--- src/rtl/ym_phase_seq_if.sv ---
// ym_phase_seq_if -- handshake/bus bundle between the phase sequencer and
// the c1/c2 cells it drives.
//
// Signals:
//   en        run request, level-sensitive
//   restart   single-MCLK pulse, forces slot to 0 at the next slot boundary
//   dbg_req   single-MCLK pulse, requests a debug snapshot load
//   c1, c2    non-overlapping phase enables
//   slot      current slot index
//   slot_last high while slot is the final slot of the frame
//   sync      frame-start pulse
//   dbg_load  parallel-load enable for the debug chains
//   dbg_busy  debug load in progress or chain still shifting out
//
// Modports:
//   master  the side that issues requests and consumes the phase outputs
//   slave   the sequencer itself
interface ym_phase_seq_if #(
  parameter int SLOT_W = 5
);
  logic              en;
  logic              restart;
  logic              dbg_req;
  logic              c1;
  logic              c2;
  logic [SLOT_W-1:0] slot;
  logic              slot_last;
  logic              sync;
  logic              dbg_load;
  logic              dbg_busy;

  modport master (
    output en, restart, dbg_req,
    input  c1, c2, slot, slot_last, sync, dbg_load, dbg_busy
  );

  modport slave (
    input  en, restart, dbg_req,
    output c1, c2, slot, slot_last, sync, dbg_load, dbg_busy
  );
endinterface

--- src/rtl/ym_phase_seq.sv ---
// ym_phase_seq -- two-phase clock and slot sequencer.
//
// Divides MCLK into non-overlapping c1/c2 phase enables, counts the slot
// index every slot-serial datapath is aligned to, emits a frame sync and
// schedules the parallel-load strobe for the debug read-out chains.
//
// Parameters:
//   DIV      MCLK cycles per half phase (2..16)
//   SLOTS    slots per frame (2..32)
//   SLOT_W   slot counter width, 2**SLOT_W >= SLOTS
//   DBG_LEN  slot cycles the debug chain shifts after a load (1..SLOTS)
//
// Ports:
//   MCLK   master clock, all state updates on its rising edge
//   reset  synchronous, active-high reset
//   bus    ym_phase_seq_if.slave: en/restart/dbg_req in, phase/slot/debug out
module ym_phase_seq #(
  parameter int DIV     = 3,
  parameter int SLOTS   = 24,
  parameter int SLOT_W  = 5,
  parameter int DBG_LEN = 8
) (
  input  logic           MCLK,
  input  logic           reset,
  ym_phase_seq_if.slave  bus
);

  localparam int PH_W  = $clog2(2 * DIV);
  localparam int CNT_W = $clog2(DBG_LEN + 1);

  // Phase decode points within one 2*DIV slot cycle.
  localparam logic [PH_W-1:0]   PH_LAST   = PH_W'(2 * DIV - 1);
  localparam logic [PH_W-1:0]   PH_C1_END = PH_W'(DIV - 2);
  localparam logic [PH_W-1:0]   PH_C2_BEG = PH_W'(DIV);
  localparam logic [PH_W-1:0]   PH_C2_END = PH_W'(2 * DIV - 2);
  localparam logic [SLOT_W-1:0] SLOT_LAST = SLOT_W'(SLOTS - 1);
  localparam logic [CNT_W-1:0]  DBG_FULL  = CNT_W'(DBG_LEN);

  localparam logic [0:0] ST_IDLE = 1'b0;
  localparam logic [0:0] ST_RUN  = 1'b1;

  logic [0:0]        state;
  logic [PH_W-1:0]   ph;
  logic [SLOT_W-1:0] slot;
  logic              restart_pend;
  logic              dbg_pend;
  // Slot cycles of debug activity still to run; nonzero means busy.
  logic [CNT_W-1:0]  dbg_cnt;

  logic              running;
  logic              boundary;
  logic [SLOT_W-1:0] slot_next;
  logic              dbg_start;
  logic              c1_dec;

  // NOTE: every variable here is assigned on every pass through the block,
  // so it stays pure combinational logic and no latch is inferred.
  always_comb begin
    running   = (state == ST_RUN);
    boundary  = running && (ph == PH_LAST);
    slot_next = (restart_pend || slot == SLOT_LAST) ? '0 : slot + SLOT_W'(1);
    // A snapshot may only begin as a new frame starts and the chain is free.
    dbg_start = boundary && (slot_next == '0) && dbg_pend && (dbg_cnt == '0);
    c1_dec    = running && (ph <= PH_C1_END);
  end

  // NOTE: reset is sampled on the clock edge (synchronous), and all state
  // registers use non-blocking assignments so every flop sees pre-edge values.
  always_ff @(posedge MCLK) begin
    if (reset) begin
      state        <= ST_IDLE;
      ph           <= '0;
      slot         <= '0;
      restart_pend <= 1'b0;
      dbg_pend     <= 1'b0;
      dbg_cnt      <= '0;
    end else begin
      // A request arriving on the consuming edge itself stays pending.
      restart_pend <= bus.restart | (restart_pend & ~boundary);
      dbg_pend     <= bus.dbg_req | (dbg_pend & ~dbg_start);

      if (state == ST_IDLE) begin
        ph <= '0;
        if (bus.en) state <= ST_RUN;
      end else if (boundary) begin
        // The current slot cycle always completes; en only matters here.
        ph   <= '0;
        slot <= slot_next;
        if (!bus.en) state <= ST_IDLE;
      end else begin
        ph <= ph + PH_W'(1);
      end

      // Counting freezes while idle because no boundary occurs there.
      if (dbg_start) begin
        dbg_cnt <= DBG_FULL;
      end else if (boundary && dbg_cnt != '0) begin
        dbg_cnt <= dbg_cnt - CNT_W'(1);
      end
    end
  end

  assign bus.c1        = c1_dec;
  assign bus.c2        = running && (ph >= PH_C2_BEG) && (ph <= PH_C2_END);
  assign bus.slot      = slot;
  assign bus.slot_last = (slot == SLOT_LAST);
  assign bus.sync      = running && (ph == '0) && (slot == '0);
  // The counter holds its full value only during the first slot of a load.
  assign bus.dbg_load  = c1_dec && (dbg_cnt == DBG_FULL);
  assign bus.dbg_busy  = (dbg_cnt != '0);

endmodule

--- src/flat_wrapper.sv ---
// flat-port wrapper written by rule: the top's interface ports become plain ports
module ym_phase_seq_flat 
#(
  parameter int DIV     = 3,
  parameter int SLOTS   = 24,
  parameter int SLOT_W  = 5,
  parameter int DBG_LEN = 8
)
  (MCLK, reset, bus_en, bus_restart, bus_dbg_req, bus_c1, bus_c2, bus_slot, bus_slot_last, bus_sync, bus_dbg_load, bus_dbg_busy);
  ym_phase_seq_if #(.SLOT_W(SLOT_W)) bus_i ();
  input  logic MCLK;
  input  logic reset;
  input wire logic [$bits(bus_i.en)-1:0] bus_en;
  input wire logic [$bits(bus_i.restart)-1:0] bus_restart;
  input wire logic [$bits(bus_i.dbg_req)-1:0] bus_dbg_req;
  output wire logic [$bits(bus_i.c1)-1:0] bus_c1;
  output wire logic [$bits(bus_i.c2)-1:0] bus_c2;
  output wire logic [$bits(bus_i.slot)-1:0] bus_slot;
  output wire logic [$bits(bus_i.slot_last)-1:0] bus_slot_last;
  output wire logic [$bits(bus_i.sync)-1:0] bus_sync;
  output wire logic [$bits(bus_i.dbg_load)-1:0] bus_dbg_load;
  output wire logic [$bits(bus_i.dbg_busy)-1:0] bus_dbg_busy;
  assign bus_i.en = bus_en;
  assign bus_i.restart = bus_restart;
  assign bus_i.dbg_req = bus_dbg_req;
  assign bus_c1 = bus_i.c1;
  assign bus_c2 = bus_i.c2;
  assign bus_slot = bus_i.slot;
  assign bus_slot_last = bus_i.slot_last;
  assign bus_sync = bus_i.sync;
  assign bus_dbg_load = bus_i.dbg_load;
  assign bus_dbg_busy = bus_i.dbg_busy;
  ym_phase_seq #(.DIV(DIV), .SLOTS(SLOTS), .SLOT_W(SLOT_W), .DBG_LEN(DBG_LEN)) u_core (.MCLK(MCLK), .reset(reset), .bus(bus_i));
endmodule
--- config.mk ---
export PLATFORM = sky130hd
export DESIGN_NAME = ym_phase_seq_flat
export DESIGN_NICKNAME = d
export VERILOG_FILES = /design/src/rtl/ym_phase_seq_if.sv /design/src/rtl/ym_phase_seq.sv /design/src/flat_wrapper.sv
export SDC_FILE = /design/constraint.sdc
export NUM_CORES = 1
export LEC_CHECK = 0
export BUFFER_PORTS_ARGS = -buffer_cell sky130_fd_sc_hd__buf_2
export CELL_PAD_IN_SITES_DETAIL_PLACEMENT = 2
export CELL_PAD_IN_SITES_GLOBAL_PLACEMENT = 2
export CORE_MARGIN = 4
export CORE_UTILIZATION = 30
export DETAILED_ROUTE_END_ITERATION = 8
export GPL_TIMING_DRIVEN = 0
export HOLD_SLACK_MARGIN = 0.05
export PLACE_DENSITY = 0.82
export SYNTH_ARGS = -nofsm -noshare
export SYNTH_HDL_FRONTEND = slang
export SYNTH_SLANG_ARGS = --single-unit
--- constraint.sdc ---
create_clock -name MCLK -period 1.9 [get_ports MCLK]
set_input_delay 0.475 -clock MCLK [delete_from_list [all_inputs] [get_ports MCLK]]
set_output_delay 0.475 -clock MCLK [all_outputs]
set_load 0.01 [all_outputs]
Yosys cells after proc, flatten, opt, wreduce, memory -nomap -nowiden
Cells that the tools add are included.
W data, S select, Z words.
{"block": "op_classes", "mux": 6, "n_reduce_logical": 21, "order_cmp": 3, "n_eq_ne": 3, "add_sub_neg": 3, "bitwise_logic": 7}
{"cell": "$logic_and A1 B1 Y1", "n": 11}
{"cell": "$logic_not A5 Y1", "n": 2}
{"cell": "$mux W4", "n": 2}
{"cell": "$add A5 B1 Y5 const B", "n": 1}
{"cell": "$eq A5 B5 Y1 const B", "n": 1}
{"cell": "$mux W5", "n": 1}
{"cell": "$eq A4 B4 Y1 const B", "n": 1}
{"cell": "$logic_not A4 Y1", "n": 1}
{"cell": "$reduce_bool A4 Y1", "n": 1}
{"cell": "$sub A4 B1 Y4 const B", "n": 1}
{"cell": "$add A3 B1 Y3 const B", "n": 1}
{"cell": "$eq A3 B3 Y1 const B", "n": 1}
{"cell": "$ge A3 B2 Y1 const B", "n": 1}
{"cell": "$le A3 B1 Y1 const B", "n": 1}
{"cell": "$le A3 B3 Y1 const B", "n": 1}
{"cell": "$logic_not A3 Y1", "n": 1}
{"cell": "$mux W1", "n": 3}
{"cell": "$not A1 Y1", "n": 3}
{"cell": "$reduce_or A3 Y1", "n": 1}
{"cell": "$and A1 B1 Y1", "n": 2}
{"cell": "$or A1 B1 Y1", "n": 2}
{"cell": "$reduce_and A2 Y1", "n": 1}
{"cell": "$reduce_bool A2 Y1", "n": 1}
{"cell": "$reduce_or A2 Y1", "n": 1}
{"cell": "$logic_or A1 B1 Y1", "n": 1}
{"block": "totals", "word_cells": 50, "regBits": 15, "inputBits": 5}

Logic depth before layout (Yosys ltp)
Gate-level depths: netlist of run 1.
{"block": "logic_depth", "ltp_word": 10, "mapped_depth": 7}

Worst setup path before layout of run 1
Ideal clock, no wire load.
{"block": "synth_timing", "path_type": "flip-flop to flip-flop", "startpoint": "register u_core.slot[0] (netlist: u_core.bus.slot[0])", "endpoint": "register u_core.dbg_cnt[3]", "arrival_time_ns": 1.672, "stages_incl_launch_ff": 7, "period_less_slack_ns": 1.743, "path_buffers": 1, "t_required_ns": 1.830, "path_slack_ns": 0.157, "setup_time_ns": 0.070, "path_cell_list": "dfxtp_1 > ha_1 > and4b_1 > buf_4 > a311oi_2 > or4_1 > a21oi_1"}
{"block": "synth_between", "elab_chain_len": 8}
{"element": "from (decl)", "line": "ym_phase_seq.sv:44", "rtl": "logic [SLOT_W-1:0] slot;"}
{"element": "from (signal assigned)", "line": "ym_phase_seq.sv:88", "rtl": "slot <= slot_next;"}
{"element": "$eq A5 B5 Y1 *"}
{"element": "named net bus_slot_last", "line": "flat_wrapper.sv:19", "rtl": "output wire logic [$bits(bus_i.slot_last)-1:0] bus_slot_last;"}
{"element": "$logic_or A1 B1 Y1 *", "line": "ym_phase_seq.sv:61", "rtl": "slot_next = (restart_pend || slot == SLOT_LAST) ? '0 : slot + SLOT_W'(1);"}
{"element": "$mux W5 *", "line": "ym_phase_seq.sv:61"}
{"element": "$logic_not A5 Y1 *", "line": "ym_phase_seq.sv:63", "rtl": "dbg_start = boundary && (slot_next == '0) && dbg_pend && (dbg_cnt == '0);"}
{"element": "$logic_and A1 B1 Y1 * (3 in series)", "line": "ym_phase_seq.sv:63"}
{"element": "$mux W4 or $reduce_bool A2 Y1 (tied branches)"}
{"element": "to (signal assigned)", "line": "ym_phase_seq.sv:98", "rtl": "dbg_cnt <= dbg_cnt - CNT_W'(1);"}
{"element": "to (decl)", "line": "ym_phase_seq.sv:48", "rtl": "logic [CNT_W-1:0] dbg_cnt;"}
The timed path passes the listed nets; every way through them passes the cells marked *.
A chain may end at the register's enable or synchronous reset.

Worst setup path in the final report of run 1
{"block": "layout_timing", "startpoint": "register u_core.ph[0]", "endpoint": "output port bus_sync"}
{"block": "layout_between", "elab_chain_len": 3}
{"element": "from (decl)", "line": "ym_phase_seq.sv:43", "rtl": "logic [PH_W-1:0] ph;"}
{"element": "from (signal assigned)", "line": "ym_phase_seq.sv:91", "rtl": "ph <= ph + PH_W'(1);"}
{"element": "$logic_not A3 Y1", "line": "ym_phase_seq.sv:107", "rtl": "assign bus.sync = running && (ph == '0) && (slot == '0);"}
{"element": "$logic_and A1 B1 Y1 (2 in series)", "line": "ym_phase_seq.sv:107"}
{"element": "to (decl)", "line": "flat_wrapper.sv:20", "rtl": "output wire logic [$bits(bus_i.sync)-1:0] bus_sync;"}
Every way passes these cells.

==> results of run 1 <==
## cell usage in the layout (no fill, tap or decap), types with 3 or more instances in the layout
cell type / count
ha_2: 3
inv_1: 11
nor2_1: 16
dfxtp_1: 9
o21ai_0: 6
nand3_1: 8
buf_4: 4
ha_1: 4
buf_6: 3
buf_2: 15
clkbuf_4: 3
a21oi_1: 7
dfxtp_2: 4
## through the flow
| step | setup WS (ns) | cell area, sq um | TNS (ns) | instances | utilization, % |
|---|---|---|---|---|---|
| after CTS | -0.001156 | 1046 | -0.001156 | 157 | 37.61 |
| after global placement | -0.01771 | 987.2 | -0.01771 | 151 | 35.49 |
| after global routing | -0.05453 | 1110 | -0.2358 | 159 | 39.90 |
| after detailed placement | -0.06831 | 987.2 | -0.1095 | 151 | 35.49 |
| after floorplan | 0.1575 | 878.3 | 0 | 106 | - |
| final | 0.04282 | 1110 | 0 | 159 | 39.90 |
## worst max-delay path, stage by stage, from the launching register on
cell,delay [ns]
dfxtp_4,0.39
inv_1,0.08
ha_1,0.18
nand3_1,0.11
nor4_1,0.16
buf_2,0.17
## registers in the layout, indices dropped and copies added, names as in the netlist
register / flops
u_core.dbg_pend: 1
u_core.restart_pend: 1
u_core.bus.slot: 5
u_core.dbg_cnt: 4
u_core.running: 1
u_core.ph: 3
## logic make-up after synthesis
kind of cell,share of synthesized area [%]
buffers and inverters,8.831
AND/OR/NAND/NOR,22.65
adder cells (fa/ha/maj),11.40
AO/OA/AOI/OAI,18.95
flip-flops,34.19
XOR/XNOR,3.989
## final cells by class
class	count	share of cell area, %
multi-input cells	74	49.04
flip-flops and latches	15	28.19
repair buffers	18	9.357
inverters	12	4.059
plain buffers	5	3.495
well taps	31	3.495
clock buffers	4	2.368
## routing by layer
layer  up-vias  GRT usage, %  part of all wire (%)
met5         -             0                     0
met4         0         6.504                   2.2
met3         6         3.784                   4.0
met2        17         22.41                    52
met1       405         17.50                    42
li1        413             -                     -
## where the power goes
part	total (mW)	switching [mW]	internal, mW
Combinational	0.0658	0.0367	0.0291
Sequential	0.329	0.00863	0.321
Clock	0.197	0.115	0.0819
Total	0.592	0.160	0.432
## timing repair
action	CTS	global route
gates resized for setup	8	14
setup buffers	2	2
pin swaps	2	2
endpoints found under the setup margin	8	10
## worst max path at each step
stage | depth (start not counted) | to | startpoint | slack [ns]
floorplan | 6 | u_core.dbg_cnt[3]$_SDFFE_PP0P_ | u_core.bus.slot[0]$_SDFFE_PP0P_ | 0.16
CTS | 6 | bus_c2 | u_core.ph[1]$_SDFF_PP0_ | -0.001
global placement | 6 | u_core.dbg_pend$_SDFF_PP0_ | u_core.bus.slot[0]$_SDFFE_PP0P_ | -0.02
finish | 5 | bus_sync | u_core.ph[0]$_SDFF_PP0_ | 0.04
detailed placement | 6 | u_core.dbg_pend$_SDFF_PP0_ | u_core.ph[0]$_SDFF_PP0_ | -0.07
global route | 7 | u_core.dbg_pend$_SDFF_PP0_ | u_core.bus.slot[1]$_SDFFE_PP0P_ | -0.05
## cell usage after synthesis (all sizes together)
library cell	n
ha	8
and4b	2
o41ai	1
buf	4
o2bb2ai	1
o21a	2
xor2	2
nor2	16
nand3b	1
a311oi	2
inv	12
and3	1
a21bo	1
clkbuf	1
nor2b	2
o2111ai	1
a211oi	1
a21oi	8
o21ai	6
or4	1
xnor2	2
nor3b	2
a31oi	1
nand3	8
nor3	1
dfxtp	15
and3b	1
nand2	1
nor4	2
==> summary.txt, run 1 <==
Layout
  – Area growth, synth to finish: 26.35%
  – Fraction of layout cells with a size suffix above 1: 33.59%
  – Reg area: 312.8 sq um
  – Ant. Diodes: 0
  – Nets: 142
  – Multi-input logic area: 544.3 sq um
  – Fillers: 327

Clock tree
  – Clock sink count: 15
  – CTS H-Tree Depth: 1
  – Worst-path clk slew: 0.09 ns
  – CTS tree: done
  – Clk_lat worst skew: 0.29 ns
  – Clock buffer depth: 2
  – CTS root buffer: clkbuf_4
  – Post-CTS Hold Fix Bufs: 0
  – CTS buffer count: 3

STA
  – RSZ-0062 raised after global routing: yes
  – Rel. slew slack: 67.71%
  – Final Cycle Share: 97.75%
  – Final setup fails: 0
  – Worst-margin pin slew: 0.4844 ns
  – Post-Route Skew: 0.0009702 ns
  – Final min period: 1.857 ns
  – Worst hold slack: 0.3887 ns
  – Final hold vios: 0
  – Achievable Freq: 538.5 MHz
  – Final Max Slew Viols: 0

Job
  – MaxCap Viol Count: 0

Synthesis
  – Sequential share of the synthesized area: 34.19%
  – Top cells by area, synth: dfxtp_1 (34%), ha_1 (11%), nor2_1 (6.8%)
  – Synth warnings: 0
  – Cell accounting for the most synthesized area: dfxtp_1
  – Flops & latches, synth: 15
  – Average size of a mapped cell: 8.286 sq um
  – Syn nets: 119
  – Netlist cell types: 32
  – Yosys top cell area share: 34.19%
  – Syn Std Cell Area: 878.3 sq um
  – Mapped Cells: 106

Floorplanning
  – Die Y: 62.11 um
  – Core Box Area: 2781 sq um
  – I/O pin count: 16
  – DIE AREA: 3858 sq um
  – Die Width: 62.11 um
  – Site row count: 19
  – Initial Util: 31.58%

Worst hold path
  – Critical hold path startpoint: bus_restart
  – Min-delay worst type: in -> reg
  – Hold path depth: 3
  – Hold Path End: u_core.restart_pend$_SDFF_PP0_

Global routing
  – Total routing usage reported by global routing: 14.08%
  – Vias in the first global route: 913
  – Antenna violations before repair: 0
  – Total global routing overflow: 0
  – Global-route wire length before repair: 4436 um
  – Largest net degree at the start of global routing: 11

Routing
  – 1st-iter DRT viols: 31
  – DRC: 0
  – WL/cell: 16.78 um
  – Post-route ant nets: 0
  – Vias/cell: 5.289
  – Drt total wl: 2668 um
  – Via count: 841
  – Initial DRT Pass Iterations: 4

Worst setup path
  – Worst Setup Path Type: reg -> out
  – CP Launch Type: flip-flop
  – WP data arrival: 1.38 ns
  – Critical R2R Launch: u_core.bus.slot[1]$_SDFFE_PP0P_
  – Worst Setup End Kind: output port
  – CP required: 1.42 ns
  – Reg2reg end: u_core.dbg_pend$_SDFF_PP0_
  – Reg2Reg Setup Slack: 0.09 ns
  – Critical path fanouts, max: 6
  – Reg2Reg Depth: 7

Pwr
  – Power per standard cell area: 533.5 nW/um^2
  – Power Total: 0.5920 mW
  – Peak supply drop: 0.3830 mV
  – Lkg Pwr: 0.4648 nW

Placed design
  – Dpl hpwl: 1776 um
  – Routability Congestion: 0.7203
  – Port bufs: 14

Status
  – Status: complete, no violations
(Power assumes the default switching activity.)
==> inputs of run 2 (changes only) <==
==> constraint.sdc (replaced) <==
create_clock -name MCLK -period 1.9 [get_ports MCLK]
set_input_delay 0.38 -clock MCLK [delete_from_list [all_inputs] [get_ports MCLK]]
set_output_delay 0.38 -clock MCLK [all_outputs]
set_load 0.01 [all_outputs]
==> summary.txt, run 2 (synthesized netlist as in run 1, its figures left out) <==
STA
  – Post-Route Skew: 0.005642 ns (was 0.0009702 ns)
  – RSZ-0062 raised after global routing: no (was yes)
  – Final WS setup: 0.1134 ns (was 0.04282 ns)
  – Achievable Freq: 559.7 MHz (was 538.5 MHz)
  – Final hold vios: 0 (unchanged)
  – Rel. slew slack: 66.58% (was 67.71%)
  – Setup tns final: 0 ns (unchanged)
  – Final min period: 1.787 ns (was 1.857 ns)
  – Worst-margin pin slew: 0.5014 ns (was 0.4844 ns)
  – Final Cycle Share: 94.03% (was 97.75%)
  – Final setup fails: 0 (unchanged)
  – Final Max Slew Viols: 0 (unchanged)

Layout
  – Max FFs per register: 5 (unchanged)
  – Post-route insts no fill: 156 (was 159)
  – Area growth, synth to finish: 22.36% (was 26.35%)
  – Commonest non-fill, non-tap cell in the layout: nor2_1 (unchanged)
  – Top flop regs: u_core.bus.slot (5), u_core.dbg_cnt (4), u_core.ph (3) (unchanged)
  – Nets: 139 (was 142)
  – Ant. Diodes: 0 (unchanged)
  – Fraction of layout cells with a size suffix above 1: 29.60% (was 33.59%)
  – Commonest non-fill, non-tap cells in the layout: nor2_1 (16), buf_2 (15), inv_1 (11), dfxtp_1 (11), nand3_1 (8) (was nor2_1 (16), buf_2 (15), inv_1 (11))
  – Top reg by flops: u_core.bus.slot (unchanged)

Routing
  – DRC: 0 (unchanged)
  – Initial DRT Pass Iterations: 4 (unchanged)
  – Vias/cell: 5.263 (was 5.289)
  – Via count: 821 (was 841)
  – Post-route ant nets: 0 (unchanged)
  – Drt total wl: 2457 um (was 2668 um)
  – WL/cell: 15.75 um (was 16.78 um)
  – 1st-iter DRT viols: 29 (was 31)

Worst setup path
  – Worst Setup Path Type: reg -> out (unchanged)
  – CP max stage delay: 0.41 ns (was 0.39 ns)
  – Worst Setup End Kind: output port (unchanged)
  – Cell Chain, Critical Path: ha_2 -> and4b_1 -> buf_4 -> buf_2 (was inv_1 -> ha_1 -> nand3_1 -> nor4_1 -> buf_2)
  – Critical path fanouts, max: 7 (was 6)
  – WP data arrival: 1.41 ns (was 1.38 ns)
  – CP max-delay cell: dfxtp_2 (was dfxtp_4)
  – CP Launch Type: flip-flop (unchanged)
  – CP required: 1.52 ns (was 1.42 ns)

Job
  – MaxCap Viol Count: 0 (unchanged)

Clock tree
  – CTS H-Tree Depth: 1 (unchanged)
  – Clock buffer depth: 2 (unchanged)
  – CTS buffer count: 3 (unchanged)
  – CTS tree: done (unchanged)
  – Clk_lat worst skew: 0.29 ns (about the same)
  – CTS root buffer: clkbuf_4 (unchanged)
  – Post-CTS Hold Fix Bufs: 0 (unchanged)
  – Worst-path clk slew: 0.09 ns (about the same)
  – Clock sink count: 15 (unchanged)

Pwr
  – Sequential share of power: 57.1% (was 55.6%)
  – Lkg Pwr: 0.4498 nW (was 0.4648 nW)
  – Comb pwr share: 10.2% (was 11.1%)
  – Power Total: 0.5775 mW (was 0.5920 mW)
  – Power per standard cell area: 537.3 nW/um^2 (was 533.5 nW/um^2)
  – Net Sw Power: 0.1500 mW (was 0.1602 mW)
  – Peak supply drop: 0.3789 mV (was 0.3830 mV)
  – Clk pwr share: 32.7% (was 33.2%)
  – Net Sw Frac: 25.97% (was 27.07%)
  – Internal power: 0.4275 mW (was 0.4318 mW)

Placed design
  – Port bufs: 14 (unchanged)
  – Placed insts: 151 (unchanged)
  – Pre-CTS WS: -0.06831 ns (unchanged)
  – Dpl hpwl: 1776 um (unchanged)
  – Routability Congestion: 0.7203 (unchanged)

Global routing
  – Total routing usage reported by global routing: 13.78% (was 14.08%)
  – Global-route wire length before repair: 4347 um (was 4436 um)
  – Largest net degree at the start of global routing: 11 (unchanged)
  – Antenna violations before repair: 0 (unchanged)
  – Vias in the first global route: 907 (was 913)
  – Total global routing overflow: 0 (unchanged)

Floorplanning
  – Die Width: 62.11 um (unchanged)
  – DIE AREA: 3858 sq um (unchanged)
  – Site row count: 19 (unchanged)
  – Initial Util: 31.58% (unchanged)
  – Core Box Area: 2781 sq um (unchanged)
  – I/O pin count: 16 (unchanged)
  – Die Y: 62.11 um (unchanged)

Worst hold path
  – Min-delay worst type: in -> reg (unchanged)

Status
  – Status: complete, no violations (unchanged)
## run 2: changes by cell type in the layout (fill, tap and decap cells not counted), moves of 2 or more
| cell | before | now |
|---|---|---|
| buf_4 | 4 | 2 |
| dfxtp_1 | 9 | 11 |
| ha_1 | 4 | 6 |
| ha_2 | 3 | 1 |
## run 2: worst max-delay path: cells and delay by family, from the launching register on
kind / cells / cell delay [ns]
flops: 1 / 0.41
simple gates: 1 / 0.20
buf+inv: 2 / 0.26
fa+ha+maj: 1 / 0.26
## run 2: layout make-up
type                       instances  area [sq um]
multi-input combinational         74         540.5
sequential                        15         307.8
tap                               31         38.79
fill                             322          1707
timing repair buffer              15         77.57
clock buffer                       4         26.28
inverter                          12         45.04
buffer                             5         38.79
## run 2: layer usage
layer	vias to the layer above	part of all wire [%]	wire, um	GRT usage, %
met5	-	0	0	0
met4	0	1.7	42	6.504
met3	4	4.2	102	3.784
met2	18	50	1229	21.76
met1	396	44	1083	17.17
li1	403	-	-	-
## run 2: power groups by stage
stage,sequential (mW),combinational [mW],clock [mW]
after floorplan,0.334,0.0361,0
after global placement,0.335,0.0522,0
after detailed placement,0.336,0.0549,0
after CTS,0.329,0.0566,0.195
after global routing,0.331,0.0685,0.217
final,0.330,0.0589,0.189
## run 2: repair_timing
action,in CTS,in global routing
pin swaps,1,1
setup buffers,1,0
setup endpoints to repair,8,7
resized for setup,5,11
## run 2: worst paths after layout
kind,from,end,slack (ns),cells past startpoint
worst max-delay path,u_core.bus.slot[0]$_SDFFE_PP0P_,bus_slot_last,0.11,4
worst min-delay path,bus_restart,u_core.restart_pend$_SDFF_PP0_,0.30,3
worst max register to register,u_core.bus.slot[0]$_SDFFE_PP0P_,u_core.dbg_cnt[3]$_SDFFE_PP0P_,0.12,6
worst min register to register,u_core.dbg_pend$_SDFF_PP0_,u_core.dbg_pend$_SDFF_PP0_,0.48,2
## run 2: per-stage QoR
| stage | utilization [%] | area (sq um) | hold WS [ns] |
|---|---|---|---|
| after global placement | 35.49 | 987.2 | 0.4362 |
| after floorplan | - | 878.3 | 0.4238 |
| after global routing | 38.64 | 1075 | 0.3032 |
| final | 38.64 | 1075 | 0.2980 |
| after CTS | 37.11 | 1032 | 0.3037 |
| after detailed placement | 35.49 | 987.2 | 0.4679 |
